**config.mk**
```make
export PLATFORM = sky130hd
export DESIGN_NAME = serial_subtractor_16bit
export DESIGN_NICKNAME = d
export VERILOG_FILES = /design/src/rtl/serial_subtractor_16bit.sv
export SDC_FILE = /design/constraint.sdc
export NUM_CORES = 1
export LEC_CHECK = 0
export CAP_MARGIN = 20
export CORE_ASPECT_RATIO = 1.25
export CORE_MARGIN = 4
export CORE_UTILIZATION = 52
export CTS_CLUSTER_SIZE = 12
export DETAILED_ROUTE_END_ITERATION = 10
export PLACE_DENSITY = 0.81
export SYNTH_ARGS = -nofsm -noshare
export SYNTH_HDL_FRONTEND = slang
export SYNTH_SLANG_ARGS = --single-unit
```
**constraint.sdc**
```tcl
create_clock -name clk -period 1.6 [get_ports clk]
set_input_delay 0.32 -clock clk [delete_from_list [all_inputs] [get_ports clk]]
set_output_delay 0.32 -clock clk [all_outputs]
set_load 0.01 [all_outputs]
```
**src/rtl/serial_subtractor_16bit.sv**
```systemverilog
// Bit-serial 16-bit subtractor: Diff = A - B - Bin, one bit per cycle, LSB first.
// Optional Z/N/V flag logic is built only when SUB_FLAGS_EN is defined.
module serial_subtractor_16bit (
    input  logic        clk,
    input  logic        rst_n,
    input  logic        start,
    input  logic [15:0] A,
    input  logic [15:0] B,
    input  logic        Bin,
    output logic [15:0] Diff,
    output logic        Bout,
    output logic        busy,
    output logic        done,
    output logic        Z,
    output logic        N,
    output logic        V
);

    // state | meaning
    // IDLE  | waiting for start; operands captured on acceptance
    // RUN   | 16 full-subtractor bit-steps, LSB first
    // DONE  | one-cycle completion pulse, results valid
    typedef enum logic [1:0] {IDLE, RUN, DONE} state_t;

    state_t      state, state_nxt;
    logic [15:0] a_sr, b_sr, res, res_nxt;
    logic        br, br_nxt, d;
    logic [3:0]  cnt;
    logic        last;
    logic        accept;

    assign accept  = (state == IDLE) && start;
    assign last    = (cnt == 4'd15);
    assign d       = a_sr[0] ^ b_sr[0] ^ br;
    assign br_nxt  = (~a_sr[0] & b_sr[0]) | (~(a_sr[0] ^ b_sr[0]) & br);
    assign res_nxt = {d, res[15:1]};

    always_ff @(posedge clk or negedge rst_n) begin
        if (!rst_n) state <= IDLE;
        else        state <= state_nxt;
    end

    always_comb begin
        state_nxt = state;
        busy      = 1'b0;
        done      = 1'b0;
        case (state)
            IDLE: if (start) state_nxt = RUN;
            RUN: begin
                busy = 1'b1;
                if (last) state_nxt = DONE;
            end
            DONE: begin
                done      = 1'b1;
                state_nxt = IDLE;
            end
            default: state_nxt = IDLE;
        endcase
    end

    always_ff @(posedge clk or negedge rst_n) begin
        if (!rst_n) begin
            a_sr <= '0;
            b_sr <= '0;
            res  <= '0;
            br   <= 1'b0;
            cnt  <= '0;
            Diff <= '0;
            Bout <= 1'b0;
        end else if (accept) begin
            a_sr <= A;
            b_sr <= B;
            br   <= Bin;
            res  <= '0;
            cnt  <= '0;
        end else if (state == RUN) begin
            a_sr <= {1'b0, a_sr[15:1]};
            b_sr <= {1'b0, b_sr[15:1]};
            br   <= br_nxt;
            res  <= res_nxt;
            cnt  <= cnt + 4'd1;
            if (last) begin
                Diff <= res_nxt;
                Bout <= br_nxt;
            end
        end
    end

`ifdef SUB_FLAGS_EN
    // Operand sign bits are shifted out during RUN, so keep them for V.
    logic a_msb, b_msb;

    always_ff @(posedge clk or negedge rst_n) begin
        if (!rst_n) begin
            a_msb <= 1'b0;
            b_msb <= 1'b0;
            Z     <= 1'b0;
            N     <= 1'b0;
            V     <= 1'b0;
        end else if (accept) begin
            a_msb <= A[15];
            b_msb <= B[15];
        end else if ((state == RUN) && last) begin
            Z <= (res_nxt == 16'h0000);
            N <= res_nxt[15];
            V <= (a_msb != b_msb) && (res_nxt[15] != a_msb);
        end
    end
`else
    assign Z = 1'b0;
    assign N = 1'b0;
    assign V = 1'b0;
`endif

endmodule

```
==> key figures <==
Outcome
  • Outcome: finished, final reports clean

Drt
  • Drt wl/cell: 15.97 um
  • Routed WL: 6852 um
  • Vias: 2404
  • Drt initial violations: 138
  • Via/cell ratio: 5.604
  • DRT Pass-1 Iters: 4
  • Antenna viol nets, final: 0
  • Number of remaining DRC errors: 0

Job
  • Max cap viols: 0

Timing
  • Fin worst setup slack: 0.03812 ns
  • Final setup fails: 0
  • Fin crit share: 97.62%
  • Fin crit period: 1.562 ns
  • Max Slew Vio Count: 0
  • Fmax: 640.3 MHz
  • Final hold vios: 0
  • Final Skew: 0.005996 ns
  • Final hold slack: 0.5048 ns

Placed design
  • GP Congestion: 0.7785
  • DP HPWL: 4326 um
  • DP Cell Count: 409
  • DP Worst Slack: -0.02062 ns
  • I/O Buffers: 54

Clock network
  • Reg clk slew, reported paths: 0.07 ns
  • Worst skew pair latency: 0.34 ns
  • Bufs on Longest Clock Path: 2
  • Num CTS Buffers: 9
  • CTS tree: built
  • Clk sinks: 71
  • Clock root buffer: clkbuf_8
  • H-tree levels: 3

Floorplan
  • Cell Rows: 31
  • Die area: 7506 um^2
  • Starting Density: 54.48%
  • Die height: 95.87 um
  • Die extent in x: 78.30 um
  • Area of the core: 5896 um^2
  • Io pins: 58

Power
  • Clock network power share: 22.0%
  • Seq pwr share: 42.1%
  • Sw Pwr: 2.320 mW
  • Pint: 4.770 mW
  • PwrDens: 1708 nW/um^2
  • Leakage: 1.867 nW
  • Power share of the combinational group: 35.9%
  • VDD IR max: 0.001018 V
  • Switching Share: 32.72%

Global routing
  • Global route overflow: 0
  • Initial antenna violation count: 0
  • Largest net degree at the start of global routing: 72
  • First-pass GRT wire length: 11100 um
  • Vias in the first global route: 2400
  • Total GRT Usage: 19.13%

Setup path
  • FF-to-FF End: Diff[11]$_DFFE_PN0P_
  • CP bufs+invs: 1
  • Crit path DAT: 1.24 ns
  • Critical-path top delay cell: clkdlybuf4s50_1
  • Reg2Reg Depth: 4
  • Cells along the critical path: clkdlybuf4s50_1
  • CP Class: register to primary output
  • Delay-heaviest family, CP: buffers and inverters
  • Worst Path Max Fanout: 2
  • Startpoint Class: register
  • Worst reg2reg setup slack: 0.07 ns
  • Critical Path Sink Type: primary output
  • Critical Path Max Stage Delay: 0.54 ns
  • Reg2Reg Launch Point: cnt[0]$_DFFE_PN0P_
  • Worst endpoint required time: 1.28 ns

Logic synthesis
  • Area contributors post-synth: dfrtp_1, a22oi_1, nor2b_1
  • Yosys top cell area share: 55.32%
  • Syn Inst Count: 284
  • FFs w/ async S/R, synth: 100.0%
  • Netlist cell types: 29
  • Most common cell in the synthesized netlist: dfrtp_1
  • EDFF count, synth: 0
  • Number of synthesis warnings: 0
  • Most frequent cells after synthesis: dfrtp_1, o21ai_0, nor2b_1
  • Seq/Total Area, Yosys: 55.32%
  • Syn avg cell area: 11.31 um^2
  • Cell Area, Synth: 3212 um^2
  • Yosys reg bits: 71
  • Main synth FF type: dfrtp_1
  • Area leader, netlist: dfrtp_1

Hold path
  • Hold Crit Endpoint: res[1]$_DFFE_PN0P_
  • Worst min-delay path class: register to register
  • Worst hold path stage count: 1
  • HP Start: res[1]$_DFFE_PN0P_

Cells and area
  • Fin cells: 429
  • Area Growth Syn to Fin: 29.26%
  • # nets final: 380
  • Register area: 1778 um^2
  • Multi-input gate area: 1290 um^2
  • Layout cells sized above 1: 16.14%
  • Number of fill cells in the layout: 438
  • Diode count: 0
  • Final Core Density: 70.42%
==> metal layers <==
metal	vias up	share of wire [%]	global-route usage (%)	routed length [um]
met5	-	0	0	0
met2	59	48	30.86	3274
met3	17	4.4	4.026	301
met1	1188	45	24.51	3105
met4	0	2.5	9.913	170
li1	1140	-	-	-
==> how the worst max path moves through the flow <==
stage | startpoint | endpoint | slack (ns) | cells after the start
floorplan | state[1]$_DFFE_PN0P_ | Diff[10]$_DFFE_PN0P_ | 0.13 | 6
global placement | start | a_sr[6]$_DFFE_PN0P_ | 0.02 | 6
detailed placement | start | a_sr[13]$_DFFE_PN0P_ | -0.02 | 5
CTS | Diff[14]$_DFFE_PN0P_ | Diff[14] | 0.004 | 1
global route | state[1]$_DFFE_PN0P_ | busy | -0.0008 | 3
finish | Diff[13]$_DFFE_PN0P_ | Diff[13] | 0.04 | 1
==> power groups by stage <==
stage          sequential [mW]  combinational [mW]  clock (mW)
2_1_floorplan             2.95                1.60           0
3_3_place_gp              2.98                2.49           0
3_5_place_dp              3.00                2.58           0
4_1_cts                   2.98                2.56        1.59
5_1_grt                   3.08                2.79        1.66
6_report                  2.99                2.54        1.56
==> per-stage QoR <==
step,power (mW),TNS (ns),instance area [um^2]
after detailed placement,5.572,-0.04099,3887
after floorplan,4.548,0,3219
final,7.090,0,4151
after global routing,7.529,-0.0008288,4151
after CTS,7.140,0,4115
after global placement,5.468,0,3887
==> flip-flops by register name, indices dropped and copies added (netlist names) <==
name / flops
Diff: 16
state: 2
a_sr: 16
res: 15
b_sr: 16
Bout: 1
br: 1
cnt: 4
==> cell type report <==
| type | instances | area share (%) |
|---|---|---|
| clock buffer | 10 | 3.315 |
| clock inverter | 6 | 2.019 |
| inverter | 4 | 0.3617 |
| multi-input combinational | 184 | 31.07 |
| sequential | 71 | 42.83 |
| tap | 82 | 2.471 |
| timing repair buffer | 72 | 17.93 |
==> cells in the final DEF, fill, tap and decap left out, types with 2 or more instances in the layout <==
master / n
a21oi_1: 31
conb_1: 3
a2bb2oi_1: 3
mux2_2: 8
buf_4: 12
dlymetal6s2s_1: 5
nor2b_1: 32
clkinv_2: 3
clkbuf_8: 10
a22o_1: 16
mux2_4: 8
clkdlybuf4s50_1: 43
dfrtp_1: 70
o21ai_0: 35
bufinv_16: 2
a22oi_1: 31
dlygate4sd2_1: 4
nand2_1: 4
buf_12: 5
inv_1: 3
==> cells by family after synthesis <==
group                    count (synthesis)  share of synthesized area [%]
buffers and inverters                   31                          4.830
flip-flops                              71                          55.32
multiplexers                            17                          6.857
adder cells (fa/ha/maj)                  2                          1.013
other                                    1                         0.1168
AND/OR/NAND/NOR                         42                          8.259
AO/OA/AOI/OAI                          120                          23.61
==> what timing repair did <==
item	in CTS	in global routing
hold buffers	1	0
buffers inserted	0	3
gates resized for setup	7	6
endpoints found under the setup margin	5	17
hold endpoints to repair	18	0
pin swaps	0	1
Note: power is estimated with default switching activity, not from simulation.
